===== src/rtl/flac_enc_pkg.sv =====
// Shared definitions for the fixed-LPC encoder blocks: residual widths,
// maximum fixed order and the order-selector state encoding.
package flac_enc_pkg;

  localparam int ORDER_MAX = 4;
  localparam int RES_W     = 20;
  localparam int SAMPLE_W  = 16;

  typedef enum logic [1:0] {
    ACCUM   = 2'd0,
    DRAIN   = 2'd1,
    COMPARE = 2'd2,
    DONE    = 2'd3
  } sel_state_e;

  // Magnitude of a residual; the most negative value still fits unsigned.
  function automatic logic [RES_W-1:0] abs_res(input logic signed [RES_W-1:0] v);
    return v[RES_W-1] ? RES_W'(-v) : RES_W'(v);
  endfunction

endpackage


===== src/rtl/fixed_order_selector_if.sv =====
// Sample-in / decision-out bus of the fixed order selector.
interface fixed_order_selector_if #(
  parameter int SUM_W = 32
);
  import flac_enc_pkg::*;

  logic                iValid;
  logic [SAMPLE_W-1:0] iSample;
  logic                iLast;
  logic                oReady;
  logic                oValid;
  logic [2:0]          oOrder;
  logic [SUM_W-1:0]    oSum;

  modport master (
    output iValid, iSample, iLast,
    input  oReady, oValid, oOrder, oSum
  );

  modport slave (
    input  iValid, iSample, iLast,
    output oReady, oValid, oOrder, oSum
  );

endinterface


===== src/rtl/fixed_residual_chain.sv =====
// Registered difference chain producing the order-0..4 fixed residuals of the
// most recent sample; history is zero after reset or clear.
module fixed_residual_chain
  import flac_enc_pkg::*;
(
  input  logic                       clk,
  input  logic                       rst_n,
  input  logic                       clear_i,
  input  logic                       valid_i,
  input  logic signed [SAMPLE_W-1:0] sample_i,
  output logic signed [RES_W-1:0]    res_o [ORDER_MAX+1]
);

  logic signed [RES_W-1:0] res_q [ORDER_MAX+1];
  logic signed [RES_W-1:0] res_d [ORDER_MAX+1];

  // The registered e(k) of the previous sample is exactly e(k)_prev.
  always_comb begin : chain_comb
    logic signed [RES_W-1:0] acc;
    // NOTE: blocking assignments in combinational logic; acc must carry each
    // stage's value into the next stage within the same evaluation.
    acc      = {{(RES_W-SAMPLE_W){sample_i[SAMPLE_W-1]}}, sample_i};
    res_d[0] = acc;
    for (int k = 1; k <= ORDER_MAX; k++) begin
      acc      = acc - res_q[k-1];
      res_d[k] = acc;
    end
  end

  // NOTE: non-blocking assignments for registers so every flop samples the
  // pre-edge values regardless of statement order.
  always_ff @(posedge clk or negedge rst_n) begin
    if (!rst_n) begin
      for (int k = 0; k <= ORDER_MAX; k++) res_q[k] <= '0;
    end else if (clear_i) begin
      for (int k = 0; k <= ORDER_MAX; k++) res_q[k] <= '0;
    end else if (valid_i) begin
      for (int k = 0; k <= ORDER_MAX; k++) res_q[k] <= res_d[k];
    end
  end

  assign res_o = res_q;

endmodule


===== src/rtl/fixed_order_selector.sv =====
// Accumulates |residual| per fixed order over one block and reports the
// order with the smallest sum (ties resolve to the lower order).
module fixed_order_selector
  import flac_enc_pkg::*;
#(
  parameter int BLOCK_SIZE = 4096,
  parameter int SUM_W      = 32
) (
  input  logic                  iClock,
  input  logic                  iReset_n,
  fixed_order_selector_if.slave bus
);

  localparam int CNT_W = $clog2(BLOCK_SIZE + 1);

  sel_state_e              state_q, state_d;
  logic [2:0]              step_q, step_d;
  logic [CNT_W-1:0]        cnt_q;
  logic                    pipe_vld_q;
  logic [CNT_W-1:0]        pipe_idx_q;
  logic [SUM_W-1:0]        sum_q [ORDER_MAX+1];
  logic [SUM_W-1:0]        best_sum_q, out_sum_q, cand_sum;
  logic [2:0]              best_order_q, out_order_q;
  logic signed [RES_W-1:0] res [ORDER_MAX+1];
  logic                    ready, done, accept, last_sample, eligible, take;

  assign ready       = (state_q == ACCUM);
  assign done        = (state_q == DONE);
  assign accept      = bus.iValid && ready;
  assign last_sample = bus.iLast || (cnt_q == CNT_W'(BLOCK_SIZE - 1));

  fixed_residual_chain u_chain (
    .clk      (iClock),
    .rst_n    (iReset_n),
    .clear_i  (done),
    .valid_i  (accept),
    .sample_i (bus.iSample),
    .res_o    (res)
  );

  always_ff @(posedge iClock or negedge iReset_n) begin
    if (!iReset_n) begin
      state_q <= ACCUM;
      step_q  <= '0;
    end else begin
      state_q <= state_d;
      step_q  <= step_d;
    end
  end

  // NOTE: every output of this block gets a default first, so no path can
  // leave a value unassigned and infer a latch.
  always_comb begin
    state_d = state_q;
    step_d  = step_q;
    unique case (state_q)
      ACCUM: begin
        step_d = '0;
        if (accept && last_sample) state_d = DRAIN;
      end
      DRAIN: begin
        if (step_q == 3'd1) begin
          state_d = COMPARE;
          step_d  = '0;
        end else begin
          step_d = step_q + 3'd1;
        end
      end
      COMPARE: begin
        if (step_q == 3'(ORDER_MAX)) begin
          state_d = DONE;
          step_d  = '0;
        end else begin
          step_d = step_q + 3'd1;
        end
      end
      DONE:    state_d = ACCUM;
      default: state_d = ACCUM;
    endcase
  end

  // NOTE: the five sums are plain registers, not a RAM, and must read zero
  // for the first block, so they take the asynchronous reset like the rest.
  always_ff @(posedge iClock or negedge iReset_n) begin
    if (!iReset_n) begin
      cnt_q      <= '0;
      pipe_vld_q <= 1'b0;
      pipe_idx_q <= '0;
      for (int k = 0; k <= ORDER_MAX; k++) sum_q[k] <= '0;
    end else begin
      pipe_vld_q <= accept;
      pipe_idx_q <= cnt_q;
      if (done) begin
        cnt_q <= '0;
        for (int k = 0; k <= ORDER_MAX; k++) sum_q[k] <= '0;
      end else begin
        if (accept) cnt_q <= cnt_q + CNT_W'(1);
        // The first k samples of a block are warm-up for order k.
        if (pipe_vld_q) begin
          for (int k = 0; k <= ORDER_MAX; k++) begin
            if (pipe_idx_q >= CNT_W'(k)) sum_q[k] <= sum_q[k] + SUM_W'(abs_res(res[k]));
          end
        end
      end
    end
  end

  // During COMPARE, step_q is the candidate order and cnt_q the block length.
  always_comb begin
    cand_sum = '0;
    for (int k = 0; k <= ORDER_MAX; k++) begin
      if (step_q == 3'(k)) cand_sum = sum_q[k];
    end
    eligible = (step_q == 3'd0) || (cnt_q > CNT_W'(step_q));
    take     = eligible && ((step_q == 3'd0) || (cand_sum < best_sum_q));
  end

  always_ff @(posedge iClock or negedge iReset_n) begin
    if (!iReset_n) begin
      best_sum_q   <= '0;
      best_order_q <= '0;
      out_sum_q    <= '0;
      out_order_q  <= '0;
    end else if (state_q == COMPARE) begin
      if (take) begin
        best_sum_q   <= cand_sum;
        best_order_q <= step_q;
      end
      if (step_q == 3'(ORDER_MAX)) begin
        out_sum_q   <= take ? cand_sum : best_sum_q;
        out_order_q <= take ? step_q   : best_order_q;
      end
    end
  end

  assign bus.oReady = ready;
  assign bus.oValid = done;
  assign bus.oOrder = out_order_q;
  assign bus.oSum   = out_sum_q;

endmodule

===== src/flat_wrapper.sv =====
// flat-port wrapper written by rule: the top's interface ports become plain ports
module fixed_order_selector_flat import flac_enc_pkg::*;
#(
  parameter int BLOCK_SIZE = 4096,
  parameter int SUM_W      = 32
)
  (iClock, iReset_n, bus_iValid, bus_iSample, bus_iLast, bus_oReady, bus_oValid, bus_oOrder, bus_oSum);
  fixed_order_selector_if #(.SUM_W(SUM_W)) bus_i ();
  input  logic iClock;
  input  logic iReset_n;
  input wire logic [$bits(bus_i.iValid)-1:0] bus_iValid;
  input wire logic [$bits(bus_i.iSample)-1:0] bus_iSample;
  input wire logic [$bits(bus_i.iLast)-1:0] bus_iLast;
  output wire logic [$bits(bus_i.oReady)-1:0] bus_oReady;
  output wire logic [$bits(bus_i.oValid)-1:0] bus_oValid;
  output wire logic [$bits(bus_i.oOrder)-1:0] bus_oOrder;
  output wire logic [$bits(bus_i.oSum)-1:0] bus_oSum;
  assign bus_i.iValid = bus_iValid;
  assign bus_i.iSample = bus_iSample;
  assign bus_i.iLast = bus_iLast;
  assign bus_oReady = bus_i.oReady;
  assign bus_oValid = bus_i.oValid;
  assign bus_oOrder = bus_i.oOrder;
  assign bus_oSum = bus_i.oSum;
  fixed_order_selector #(.BLOCK_SIZE(BLOCK_SIZE), .SUM_W(SUM_W)) u_core (.iClock(iClock), .iReset_n(iReset_n), .bus(bus_i));
endmodule

===== config.mk =====
export PLATFORM = sky130hd
export DESIGN_NAME = fixed_order_selector_flat
export DESIGN_NICKNAME = d
export VERILOG_FILES = /design/src/rtl/flac_enc_pkg.sv /design/src/rtl/fixed_order_selector_if.sv /design/src/rtl/fixed_residual_chain.sv /design/src/rtl/fixed_order_selector.sv /design/src/flat_wrapper.sv
export SDC_FILE = /design/constraint.sdc
export NUM_CORES = 1
export LEC_CHECK = 0
export ABC_CLOCK_PERIOD_IN_PS = 5920
export CAP_MARGIN = 20
export CORE_AREA = 2 2 198 239
export DETAILED_ROUTE_END_ITERATION = 8
export DIE_AREA = 0 0 200 241
export PLACE_DENSITY = 0.77
export SETUP_SLACK_MARGIN = 0.05
export SLEW_MARGIN = 20
export SYNTH_ARGS = -nofsm -noshare
export SYNTH_HDL_FRONTEND = slang
export SYNTH_SLANG_ARGS = --single-unit

===== constraint.sdc =====
create_clock -name iClock -period 5.92 [get_ports iClock]
set_input_delay 0.592 -clock iClock [delete_from_list [all_inputs] [get_ports iClock]]
set_output_delay 0.592 -clock iClock [all_outputs]
set_load 0.02 [all_outputs]

# Word level (Yosys, flattened, before mapping)
# Cells that the tools add are included.
# word_totals
regBits	362
input_bits	20
output_inout_bits	37
wordCells	106
# classes
addsub	16
magnitude_cmp	7
n_eq_ne	11
n_mux	30
reduce_logical	23
# op_table
cell	count
32-bit 2-to-1 mux	11
160-bit 2-to-1 mux	2
100-bit 2-to-1 mux	2
32-bit by 20-bit adder with 32-bit output	5
20-bit 2-to-1 mux	5
20-bit negation	5
20-bit subtractor	3
32-bit < comparator	1
13-bit by 1-bit >= comparator with 1-bit output, second input constant	2
13-bit by 2-bit >= comparator with 1-bit output, second input constant	2
13-bit 2-to-1 mux	2
16-bit by 20-bit subtractor with 20-bit output	1
2-bit nonzero test	7
13-bit by 1-bit adder with 13-bit output, second input constant	1
13-bit by 12-bit == test with 1-bit output, second input constant	1
13-bit by 3-bit >= comparator with 1-bit output, second input constant	1
13-bit by 3-bit > comparator with 1-bit output	1
2-bit AND reduction	6
3-bit 2-to-1 mux	3
3-bit one-hot mux with 3 select lines	1
2-bit one-hot mux with 4 select lines	1
3-bit by 2-bit == test with 1-bit output, second input constant	2
2-bit 2-to-1 mux	3
2-bit == test, second input constant	2
other kinds (12)	17

# Depth between registers and ports, before layout
# logic_depth
word_depth	10
ltp_mapped	33
mapped_depth_nobuf	33

# Cells and area by module
# From an unflattened synthesis, not the netlist that was laid out.
# unflattened
cells_unflattened	3151
area_unflattened_um2	27204.8
# by_module_without_submodules
module	n_inst	cells_each	area_per_inst_um2	seq_area_each_um2
fixed_order_selector	1	2351	20009.2	6556.3
fixed_residual_chain	1	800	7195.7	2402.3

# Worst setup path before layout
# Ideal clock, no wire load.
# synth_path
path_kind	input -> register
startpoint	input bus_iSample[0]
endpoint	register u_core.u_chain.res_q, in the netlist u_core.u_chain.res_o[19]
setup_ns	0.116
arrival_time_ns	6.348
required_time_ns	5.804
slack_ns	-0.544
cell_stages	33
n_path_buf	0
path_cell_list	inv_1 ha_1 inv_1 fa_1 a21o_1 a21oi_1 o21bai_1 a21oi_1 o21bai_1 a41o_1 nor2_1 xnor2_1 ha_1 and3_1 o211ai_1 o21bai_1 nand2_1 a21o_1 a21oi_1 xnor2_1 ha_1 nand2_1 nor4_1 a2111oi_0 o21ai_0 xor2_1 ha_1 or3_1 o21ai_0 a21oi_1 xnor2_1 or3_1 o311ai_0
# synth_between
elab_chain_len	6
# synth_rtl
element	line	text
from (decl)	flat_wrapper.sv:12	input wire logic [$bits(bus_i.iSample)-1:0] bus_iSample;
16-bit by 20-bit subtractor with 20-bit output	fixed_residual_chain.sv:25	acc = acc - res_q[k-1];
20-bit subtractor (3 in series)	fixed_residual_chain.sv:25	
100-bit 2-to-1 mux	fixed_residual_chain.sv:37	end else if (valid_i) begin
100-bit 2-to-1 mux	fixed_residual_chain.sv:35	end else if (clear_i) begin
to (decl)	fixed_residual_chain.sv:14	logic signed [RES_W-1:0] res_q [ORDER_MAX+1];
# No other way between the ends. The select of a mux whose other input is x is not followed.
# A chain may end at the register's enable or synchronous reset.

# Final worst setup path
# layout_path
startpoint	register u_core.u_chain.res_q, in the netlist u_core.u_chain.res_o[80]
endpoint	register u_core.u_chain.res_q, in the netlist u_core.u_chain.res_o[19]
# layout_between
elab_chain_len	6
# layout_rtl
element	line
16-bit by 20-bit subtractor with 20-bit output	fixed_residual_chain.sv:25
20-bit subtractor (3 in series)	fixed_residual_chain.sv:25
100-bit 2-to-1 mux	fixed_residual_chain.sv:37
100-bit 2-to-1 mux	fixed_residual_chain.sv:35
# No other way between the ends. The select of a mux whose other input is x is not followed.

==> impl_results.md <==
- Max Fclk: 161 MHz
- Initial Util: 57.5%
- Root Driver: clkbuf_16
- YS warnings: 0
- Syn avg cell area: 8.52 sq um
- Fin. Hold Viols: 0
- Port Buffers: 56
- Top delay family on crit path: compound AO/OA/AOI/OAI gates
- Setup ws final: -0.309 ns
- Reg2reg end: u_core.u_chain.res_o[19]
- Fin crit share: 105%
- FF+latch count, synth: 358
- WL per Instance: 19.5 microns
- Crit. End Element: flip-flop
- Total Wirelength: 76600 microns
- Hold WC Path Type: input pin to async pin
- Critical path arrival: 6.67 ns
- Num CTS Buffers: 40
- Bufs on Longest Clock Path: 3
- Area of the die: 0.0482 sq mm
- Clock sinks: 358
- CORE AREA: 0.0457 sq mm
- Height of the die: 241 microns
- Min Hold Slack: 0.0204 ns
- Placed cells: 3825
- Initial DRT Pass Iterations: 9
- Vias after detailed routing: 24300
- Post-synth ARST share: 100%
- Sequential fraction of the synthesis area: 34.1%
- Hold_buf cts: 0
- RSZ-0062 raised after global routing: yes
- Netlist cell types: 76
- GRT Residual Overflow: 0
- Die width: 200 microns
- CP max stage delay: 0.38 ns
- Post-DP HPWL: 55500 microns
- Final estimated routing congestion in global placement: 0.957
- Share of cells above drive strength 1: 12.9%
- Final-report setup violation count: 3
- Pins Over Slew Limit: 0
- Critical-path top delay cell: dfrtp_1
- # rows: 86
- Antenna violations before repair: 0
- Ant. Diodes: 0
- Normalized max-slew margin: 28.2%
- Clk Latency, worst-skew pair: 0.56 ns
- Failing checks: design-rule violations, negative setup slack
- DRC Markers: 6
- Primary FF master, synth: dfrtp_1
- Element type at the critical path start: flip-flop
- Gr usage total: 31.6%
- H-tree Lvls: 2
- Measured slew at the worst slew-check pin: 1.07 ns
- NumNets Final: 3531
- Worst path bufs/invs: 4
- Final Non-Filler Cells: 3924
- Clock Skews: 0.0206 ns
- Post-layout util: 67.5%
- Post-Synthesis Cells: 3085
- Vias in the first global route: 23400
- EDFF count, synth: 0
- Placed cell area: 0.0287 sq mm
- Max Cap Viol: 0
- Tmin final: 6.23 ns
- Kind of critical path: flip-flop to flip-flop
- I/O Pins: 57
- Synth-to-Final Area Change: 17.4%
- Required time of the critical path: 6.36 ns
- DRC violation total after the first TritonRoute iteration: 2267
- Vias/cell: 6.20
- TritonCTS clock tree: done
- Clock transition at path regs: 0.06 ns
- R2R depth: 31
- Final Cell Area: 0.0309 sq mm
- Max FO, Critical Path: 3
- Status: finished, violations left
- Worst reg2reg setup slack: -0.31 ns
- RR Startpoint: u_core.u_chain.res_o[80]
- Routed Antenna Nets: 0
- Global-route wire length before repair: 121000 microns
- Largest net degree at the start of global routing: 159
- Netlist Area Pre-Place: 0.0263 sq mm
per-stage QoR:
stage / worst slack [ns] / setup TNS (ns)
final: -0.309 / -0.460
after global routing: -0.681 / -2.73
after CTS: -0.119 / -0.119
after detailed placement: -0.966 / -6.22
after global placement: -0.753 / -4.23
after floorplan: 0.00367 / 0
area by class of cell:
type	instances	area [sq um]
clock buffers	49	1110
clock inverters	22	365
fillers	3606	14900
inverters	189	709
multi-input cells	2412	16700
flip-flops and latches	358	8960
well taps	616	771
repair buffers	278	2290
worst max-delay path by stage:
stage / start / end / slack, ns / cells after the start
3_3_place_gp: bus_iSample[0] / u_core.u_chain.res_o[19] / -0.75 / 34
6_report: u_core.u_chain.res_o[80] / u_core.u_chain.res_o[19] / -0.31 / 31
4_1_cts: u_core.u_chain.res_o[80] / u_core.u_chain.res_o[19] / -0.12 / 32
3_5_place_dp: bus_iSample[1] / u_core.u_chain.res_o[19] / -0.97 / 30
5_1_grt: u_core.u_chain.res_o[80] / u_core.u_chain.res_o[19] / -0.68 / 30
2_1_floorplan: bus_iSample[0] / u_core.u_chain.res_o[19] / 0.004 / 33
timing repair:
action	4_1_cts	5_1_grt
pin swaps	47	27
gates resized for setup	53	64
setup endpoints to repair	7	12
setup buffers	13	16
cell usage after synthesis, drive strengths merged, types with 36 or more instances:
| cell type | count | share of area, % |
|---|---|---|
| inv | 189 | 2.7 |
| a21oi | 257 | 4.9 |
| mux2i | 48 | 1.8 |
| a22o | 36 | 1.2 |
| nor2 | 235 | 3.4 |
| clkbuf | 113 | 1.6 |
| nand3 | 56 | 1.1 |
| xor2 | 55 | 1.8 |
| nor2b | 54 | 1.3 |
| mux2 | 42 | 1.8 |
| xnor2 | 193 | 6.4 |
| dfrtp | 358 | 34 |
| a211oi | 37 | 1.1 |
| a21o | 64 | 1.8 |
| nand2b | 36 | 0.86 |
| nor3 | 74 | 1.4 |
| nand2 | 388 | 5.5 |
| ha | 223 | 11 |
| o21ai | 209 | 4.0 |
| o31ai | 43 | 1.2 |
per-layer routing:
layer / wire length, microns / vias up / GRT usage, %
met3: 4500 / 230 / 3.38
met2: 37700 / 977 / 55.4
met1: 30900 / 11800 / 39.6
li1: - / 11300 / -
met4: 3480 / 0 / 13.0
met5: 0 / - / 0
kinds of logic (layout without fill, tap and decap cells):
logic type / count (synthesis) / after routing / share of synthesized area, %
adder cells (fa/ha/maj): 232 / 232 / 11.3
multiplexers: 90 / 90 / 3.63
AND/OR/NAND/NOR: 999 / 999 / 17.5
AO/OA/AOI/OAI: 838 / 838 / 20.4
XOR/XNOR: 249 / 249 / 8.35
other: 1 / 4 / 0.0143
flip-flops: 358 / 358 / 34.1
buffers and inverters: 318 / 538 / 4.77
registers in the layout, summed over array words and instances, names as in the netlist:
name and cells:
u_core.best_order_q 3, u_core.best_sum_q 32, u_core.bus.oOrder 3, u_core.bus.oSum 32
u_core.cnt_q 13, u_core.pipe_idx_q 13, u_core.pipe_vld_q 1, u_core.state_q 2
u_core.step_q 3, u_core.sum_q 160, u_core.u_chain.res_o 96
layout by cell type, fill, tap and decap left out, types with 30 or more instances in the layout:
cell / Yosys / routed
o31ai_1: 43 / 41
or3_1: 30 / 30
nor2_1: 235 / 229
a21oi_1: 257 / 232
buf_4: 3 / 214
nand3_1: 56 / 55
a222oi_1: 31 / 31
nand2_1: 388 / 382
mux2i_1: 48 / 48
nor3_1: 74 / 71
a211oi_1: 36 / 35
xor2_1: 55 / 54
mux2_1: 30 / 30
nand2b_1: 36 / 36
nor2b_1: 54 / 49
ha_1: 223 / 214
xnor2_1: 193 / 181
a22o_1: 36 / 36
clkbuf_16: 0 / 41
a21o_1: 64 / 63
dfrtp_1: 358 / 358
o21ai_0: 205 / 193
inv_1: 188 / 184
clkdlybuf4s50_1: 0 / 53
Power is not shown: default switching activity piles up to over one toggle a cycle in this logic, so the estimate is an artifact.
